[config.mk]
export PLATFORM = sky130hd
export DESIGN_NAME = state_id_flat
export DESIGN_NICKNAME = d
export VERILOG_FILES = /design/src/rtl/state_id_if.sv /design/src/rtl/state_id.sv /design/src/flat_wrapper.sv
export SDC_FILE = /design/constraint.sdc
export NUM_CORES = 2
export LEC_CHECK = 0
export CAP_MARGIN = 10
export CORE_MARGIN = 2
export CORE_UTILIZATION = 28
export DETAILED_ROUTE_END_ITERATION = 10
export SYNTH_ARGS = -nofsm -noshare
export SYNTH_HDL_FRONTEND = slang
export SYNTH_SLANG_ARGS = --single-unit
[constraint.sdc]
create_clock -name clk -period 4.8 [get_ports clk]
set_clock_uncertainty 0.2 [all_clocks]
set_input_delay 0.72 -clock clk [delete_from_list [all_inputs] [get_ports clk]]
set_output_delay 0.72 -clock clk [all_outputs]
set_load 0.02 [all_outputs]
[src/rtl/state_id_if.sv]
// state_id_if: fetch/decode/writeback signal bundle for the decode stage
interface state_id_if;
  logic [31:0] if_instruction;
  logic [31:0] if_pc;
  logic        flush;
  logic        ex_MemRead;
  logic [4:0]  ex_rd;
  logic        wb_RegWEn;
  logic [4:0]  wb_rd;
  logic [31:0] wb_data;
  logic        PCWrite;
  logic        id_bubble;
  logic        id_valid;
  logic [31:0] id_pc;
  logic [31:0] id_instruction;
  logic [4:0]  id_rs1;
  logic [4:0]  id_rs2;
  logic [4:0]  id_rd;
  logic [31:0] id_rs1_data;
  logic [31:0] id_rs2_data;
  logic [31:0] id_imm;
  modport slave (
    input  if_instruction, if_pc, flush, ex_MemRead, ex_rd, wb_RegWEn, wb_rd, wb_data,
    output PCWrite, id_bubble, id_valid, id_pc, id_instruction, id_rs1, id_rs2, id_rd,
           id_rs1_data, id_rs2_data, id_imm
  );
  modport master (
    output if_instruction, if_pc, flush, ex_MemRead, ex_rd, wb_RegWEn, wb_rd, wb_data,
    input  PCWrite, id_bubble, id_valid, id_pc, id_instruction, id_rs1, id_rs2, id_rd,
           id_rs1_data, id_rs2_data, id_imm
  );
endinterface

[src/rtl/state_id.sv]
// state_id: RV32I decode stage with IF/ID register, register file, immediate generator and load-use stall
module state_id #(
  parameter logic [31:0] NOP_INSTR = 32'h0000_0013,
  parameter bit RF_CLEAR_ON_RESET = 1'b1
) (
  input logic clk,
  input logic rst,
  state_id_if.slave bus
);
  logic [31:0] r_instr;
  logic [31:0] r_pc;
  logic        r_valid;
  logic [31:0] r_rf [0:31];
  logic [6:0]  w_op;
  logic [4:0]  w_rs1;
  logic [4:0]  w_rs2;
  logic        w_uses_rs1;
  logic        w_uses_rs2;
  logic        w_stall;
  logic        w_wen;
  logic [31:0] w_imm;
  assign w_op  = r_instr[6:0];
  assign w_rs1 = r_instr[19:15];
  assign w_rs2 = r_instr[24:20];
  assign w_wen = bus.wb_RegWEn && bus.wb_rd != 5'd0;
  assign w_uses_rs1 = !(w_op == 7'b0110111 || w_op == 7'b0010111 || w_op == 7'b1101111);
  assign w_uses_rs2 = w_op == 7'b0110011 || w_op == 7'b0100011 || w_op == 7'b1100011;
  assign w_stall = r_valid && bus.ex_MemRead && bus.ex_rd != 5'd0 &&
                   ((w_uses_rs1 && bus.ex_rd == w_rs1) || (w_uses_rs2 && bus.ex_rd == w_rs2));
  always_comb begin
    w_imm = (w_op == 7'b0010011 || w_op == 7'b0000011 || w_op == 7'b1100111) ? {{20{r_instr[31]}}, r_instr[31:20]} :
            (w_op == 7'b0100011) ? {{20{r_instr[31]}}, r_instr[31:25], r_instr[11:7]} :
            (w_op == 7'b1100011) ? {{19{r_instr[31]}}, r_instr[31], r_instr[7], r_instr[30:25], r_instr[11:8], 1'b0} :
            (w_op == 7'b0110111 || w_op == 7'b0010111) ? {r_instr[31:12], 12'b0} :
            (w_op == 7'b1101111) ? {{11{r_instr[31]}}, r_instr[31], r_instr[19:12], r_instr[20], r_instr[30:21], 1'b0} :
            32'd0;
  end
  always_ff @(posedge clk) begin
    if (rst) begin
      r_instr <= NOP_INSTR;
      r_pc    <= 32'd0;
      r_valid <= 1'b0;
    end else if (bus.flush) begin
      r_instr <= NOP_INSTR;
      r_pc    <= bus.if_pc;
      r_valid <= 1'b0;
    end else if (!w_stall) begin
      r_instr <= bus.if_instruction;
      r_pc    <= bus.if_pc;
      r_valid <= 1'b1;
    end
  end
  always_ff @(posedge clk) begin
    if (rst) begin
      if (RF_CLEAR_ON_RESET)
        for (int i = 0; i < 32; i++) r_rf[i] <= 32'd0;
    end else if (w_wen) begin
      r_rf[bus.wb_rd] <= bus.wb_data;
    end
  end
  assign bus.PCWrite        = !w_stall || bus.flush;
  assign bus.id_bubble      = w_stall || !r_valid;
  assign bus.id_valid       = r_valid;
  assign bus.id_pc          = r_pc;
  assign bus.id_instruction = r_instr;
  assign bus.id_rs1         = w_rs1;
  assign bus.id_rs2         = w_rs2;
  assign bus.id_rd          = r_instr[11:7];
  assign bus.id_imm         = w_imm;
  assign bus.id_rs1_data    = w_rs1 == 5'd0 ? 32'd0 : (w_wen && bus.wb_rd == w_rs1) ? bus.wb_data : r_rf[w_rs1];
  assign bus.id_rs2_data    = w_rs2 == 5'd0 ? 32'd0 : (w_wen && bus.wb_rd == w_rs2) ? bus.wb_data : r_rf[w_rs2];
endmodule
[src/flat_wrapper.sv]
// flat-port wrapper written by rule: the top's interface ports become plain ports
module state_id_flat 
#(
  parameter logic [31:0] NOP_INSTR = 32'h0000_0013,
  parameter bit RF_CLEAR_ON_RESET = 1'b1
)
  (clk, rst, bus_if_instruction, bus_if_pc, bus_flush, bus_ex_MemRead, bus_ex_rd, bus_wb_RegWEn, bus_wb_rd, bus_wb_data, bus_PCWrite, bus_id_bubble, bus_id_valid, bus_id_pc, bus_id_instruction, bus_id_rs1, bus_id_rs2, bus_id_rd, bus_id_rs1_data, bus_id_rs2_data, bus_id_imm);
  state_id_if bus_i ();
  input logic clk;
  input logic rst;
  input wire logic [$bits(bus_i.if_instruction)-1:0] bus_if_instruction;
  input wire logic [$bits(bus_i.if_pc)-1:0] bus_if_pc;
  input wire logic [$bits(bus_i.flush)-1:0] bus_flush;
  input wire logic [$bits(bus_i.ex_MemRead)-1:0] bus_ex_MemRead;
  input wire logic [$bits(bus_i.ex_rd)-1:0] bus_ex_rd;
  input wire logic [$bits(bus_i.wb_RegWEn)-1:0] bus_wb_RegWEn;
  input wire logic [$bits(bus_i.wb_rd)-1:0] bus_wb_rd;
  input wire logic [$bits(bus_i.wb_data)-1:0] bus_wb_data;
  output wire logic [$bits(bus_i.PCWrite)-1:0] bus_PCWrite;
  output wire logic [$bits(bus_i.id_bubble)-1:0] bus_id_bubble;
  output wire logic [$bits(bus_i.id_valid)-1:0] bus_id_valid;
  output wire logic [$bits(bus_i.id_pc)-1:0] bus_id_pc;
  output wire logic [$bits(bus_i.id_instruction)-1:0] bus_id_instruction;
  output wire logic [$bits(bus_i.id_rs1)-1:0] bus_id_rs1;
  output wire logic [$bits(bus_i.id_rs2)-1:0] bus_id_rs2;
  output wire logic [$bits(bus_i.id_rd)-1:0] bus_id_rd;
  output wire logic [$bits(bus_i.id_rs1_data)-1:0] bus_id_rs1_data;
  output wire logic [$bits(bus_i.id_rs2_data)-1:0] bus_id_rs2_data;
  output wire logic [$bits(bus_i.id_imm)-1:0] bus_id_imm;
  assign bus_i.if_instruction = bus_if_instruction;
  assign bus_i.if_pc = bus_if_pc;
  assign bus_i.flush = bus_flush;
  assign bus_i.ex_MemRead = bus_ex_MemRead;
  assign bus_i.ex_rd = bus_ex_rd;
  assign bus_i.wb_RegWEn = bus_wb_RegWEn;
  assign bus_i.wb_rd = bus_wb_rd;
  assign bus_i.wb_data = bus_wb_data;
  assign bus_PCWrite = bus_i.PCWrite;
  assign bus_id_bubble = bus_i.id_bubble;
  assign bus_id_valid = bus_i.id_valid;
  assign bus_id_pc = bus_i.id_pc;
  assign bus_id_instruction = bus_i.id_instruction;
  assign bus_id_rs1 = bus_i.id_rs1;
  assign bus_id_rs2 = bus_i.id_rs2;
  assign bus_id_rd = bus_i.id_rd;
  assign bus_id_rs1_data = bus_i.id_rs1_data;
  assign bus_id_rs2_data = bus_i.id_rs2_data;
  assign bus_id_imm = bus_i.id_imm;
  state_id #(.NOP_INSTR(NOP_INSTR), .RF_CLEAR_ON_RESET(RF_CLEAR_ON_RESET)) u_core (.clk(clk), .rst(rst), .bus(bus_i));
endmodule
==> metrics.yaml <==
drv_slew: 0
rows: 168
rr_worst_depth: 6
worst-setup-path-type: "reg2out"
die_area_um2: 215000
post_dp_cell_area_um2: 66700
grt_usage: 0.193
clock_sinks: 1099
synthCells: 4172
fmax_mhz: 209
worstPathMaxFanout: 14
antenna_found_initial: 15
dpl.hpwl_mm: 137
io_buffers: 288
synth_warnings: 0
first_iter_violations: 4418
vdd_drop_max_mv: 0.316
drive_gt1_frac: 0.227
stdcell_count: 7327
ys.flop_type: "edfxtp_1"
endpoint_kind: "output pin"
dp_cells: 7100
gp_congestion: 0.904
maxCapViolCount: 0
start_util: 0.282
min_path_type: "reg2reg"
ios: 289
setup_viol: 0
die_h_um: 463
cts_tree: "done"
powerDensity_nw_per_um2: 330
drc: 0
hold-worst-slack_ns: 0.275
grt-ovfl-total: 0
tritoncts.num_buffers: 109
vias: 38870
htree_levels: 3
grt_pass1_vias: 39405
grt_start_max_net_pins: 75
drtPass1Iterations: 5
clk_pin_slew_worst_paths_ns: 0.06
min_period_over_period: 0.998
period_minus_slack_ns: 4.79
wl_per_cell_um: 28.9
ys_types: 55
clock_latency_ns: 0.73
synth_area_um2: 59100
vias_per_cell: 5.31
status: "finished clean"
tightestPinTransition_ns: 1.15
coreArea_um2: 210000
async_reset_ff_frac: 0
p_leak_uw: 0.0235
ctsLongestPathBuffers: 3
crit_path_start_kind: "flip-flop"
postRouteAntennaNets: 0
fin_nets: 4529
final.setup.worst_slack_ns: 0.00800
worst-r2r-setup-slack_ns: 1.43
grt_pass1_wl_mm: 299
holdBufCountCts: 0
max_slew_margin: 0.228
synth-seq-cells: 1099
clock-root-buffer: "clkbuf_16"
drt_wl_total_mm: 212
final_cell_area_um2: 70400
hold_viol_final: 0
die_w_um: 463
min_delay_path_depth: 2
synth_seq_area_share: 0.546
cp.arrival_ns: 3.87
synth-edff-count: 1024
synth_area_per_cell_um2: 14.2
fillCellCount: 20407
place_ws_ns: 0.0311
syn_to_final_growth_pct: 19.2
worstPathRequired_ns: 3.88
p_total_uw: 23200
==> cell usage in the layout, fill, tap and decap left out, drive strengths merged, types with 4 or more instances in the layout <==
cell type / instances
a211o: 68
a211oi: 74
a21o: 20
a21oi: 64
a221oi: 63
a22oi: 69
a32oi: 10
and2: 1075
buf: 314
bufinv: 7
clkbuf: 134
clkdlybuf4s50: 240
clkinv: 56
clkinvlp: 7
conb: 32
dfxtp: 75
diode: 9
edfxtp: 1024
inv: 7
mux2: 5
mux2i: 283
mux4: 439
nand2: 108
nand2b: 66
nand3: 7
nand3b: 6
nor2: 54
nor2b: 12
nor3: 10
o211ai: 38
o21a: 38
o21ai: 13
o21bai: 17
or2: 32
xnor2: 16
xor2: 4
==> cells by family after synthesis <==
logic type / share of synthesized area
AO/OA/AOI/OAI: 0.0620
buffers and inverters: 0.0333
XOR/XNOR: 0.00296
flip-flops: 0.546
multiplexers: 0.216
other: 0.0000635
AND/OR/NAND/NOR: 0.140
==> repair_timing <==
action / in CTS / in global routing
gates cloned: 1 / 0
setup buffers: 2 / 9
setup endpoints to repair: 11 / 6
gates resized for setup: 4 / 4
pin swaps: 0 / 2
==> stage by stage <==
step / utilization / setup TNS (ns)
3_3_place_gp: 0.318 / 0
5_1_grt: 0.336 / -0.000576
4_1_cts: 0.335 / 0
3_5_place_dp: 0.318 / 0
2_1_floorplan: - / 0
6_report: 0.336 / 0
==> worst paths after layout <==
path,start,to
max,flip-flop,bus_id_rs2_data[11]
min,u_core.bus.id_pc[21],u_core.bus.id_pc[21]
max reg2reg,u_core.bus.id_instruction[6],u_core.bus.id_instruction[16]
min reg2reg,u_core.bus.id_pc[21],u_core.bus.id_pc[21]
==> worst max-delay path, stage by stage, from the launching register on <==
cell and delay, ns:
dfxtp_4 0.54, nor2b_2 0.98, buf_4 0.39, a22oi_1 0.19, a32oi_1 0.23, o21a_1 0.24
o211ai_1 0.27, buf_4 0.26
==> cell usage after synthesis, drive strengths merged, types with 54 or more instances <==
| library cell | count | area share |
|---|---|---|
| buf | 135 | 0.013 |
| mux4 | 439 | 0.17 |
| a221oi | 63 | 0.0093 |
| clkbuf | 316 | 0.020 |
| a21oi | 64 | 0.0055 |
| a211oi | 74 | 0.0096 |
| mux2i | 283 | 0.048 |
| and2 | 1075 | 0.11 |
| nor2 | 54 | 0.0035 |
| nand2 | 108 | 0.0069 |
| a211o | 68 | 0.010 |
| nand2b | 66 | 0.0070 |
| dfxtp | 75 | 0.025 |
| edfxtp | 1024 | 0.52 |
| a22oi | 69 | 0.0088 |
==> where the power goes <==
| part | internal, uW | switching, uW | total (uW) | leakage [uW] |
|---|---|---|---|---|
| logic | 1410 | 1880 | 3300 | 0.0114 |
| registers | 11000 | 302 | 11300 | 0.0104 |
| clock network | 4690 | 3950 | 8650 | 0.00173 |
| total | 17100 | 6140 | 23200 | 0.0235 |
==> cell type report <==
type / instances / area, um^2 / share of cell area
multi-input combinational: 2648 / 25300 / 0.360
antenna: 9 / 22.5 / 0.000320
sequential: 1099 / 32300 / 0.458
timing repair buffer: 555 / 5720 / 0.0812
tap: 2805 / 3510 / 0.0498
inverter: 5 / 23.8 / 0.000338
clock buffer: 134 / 2910 / 0.0413
clock inverter: 72 / 613 / 0.00871
==> routing by layer <==
metal,global-route usage,vias to the layer above,wire [um]
met5,0,-,76
li1,-,16290,-
met2,0.332,1859,106000
met1,0.231,20254,78200
met4,0.102,12,11600
met3,0.0296,455,16000
==> registers in the layout (all words and copies together), names as in the netlist, named ones only <==
name / cells
u_core.bus.id_instruction: 32
u_core.bus.id_pc: 32
u_core.r_rf: 1024
u_core.bus.id_valid: 1
Power figures use the tool's default switching activity.
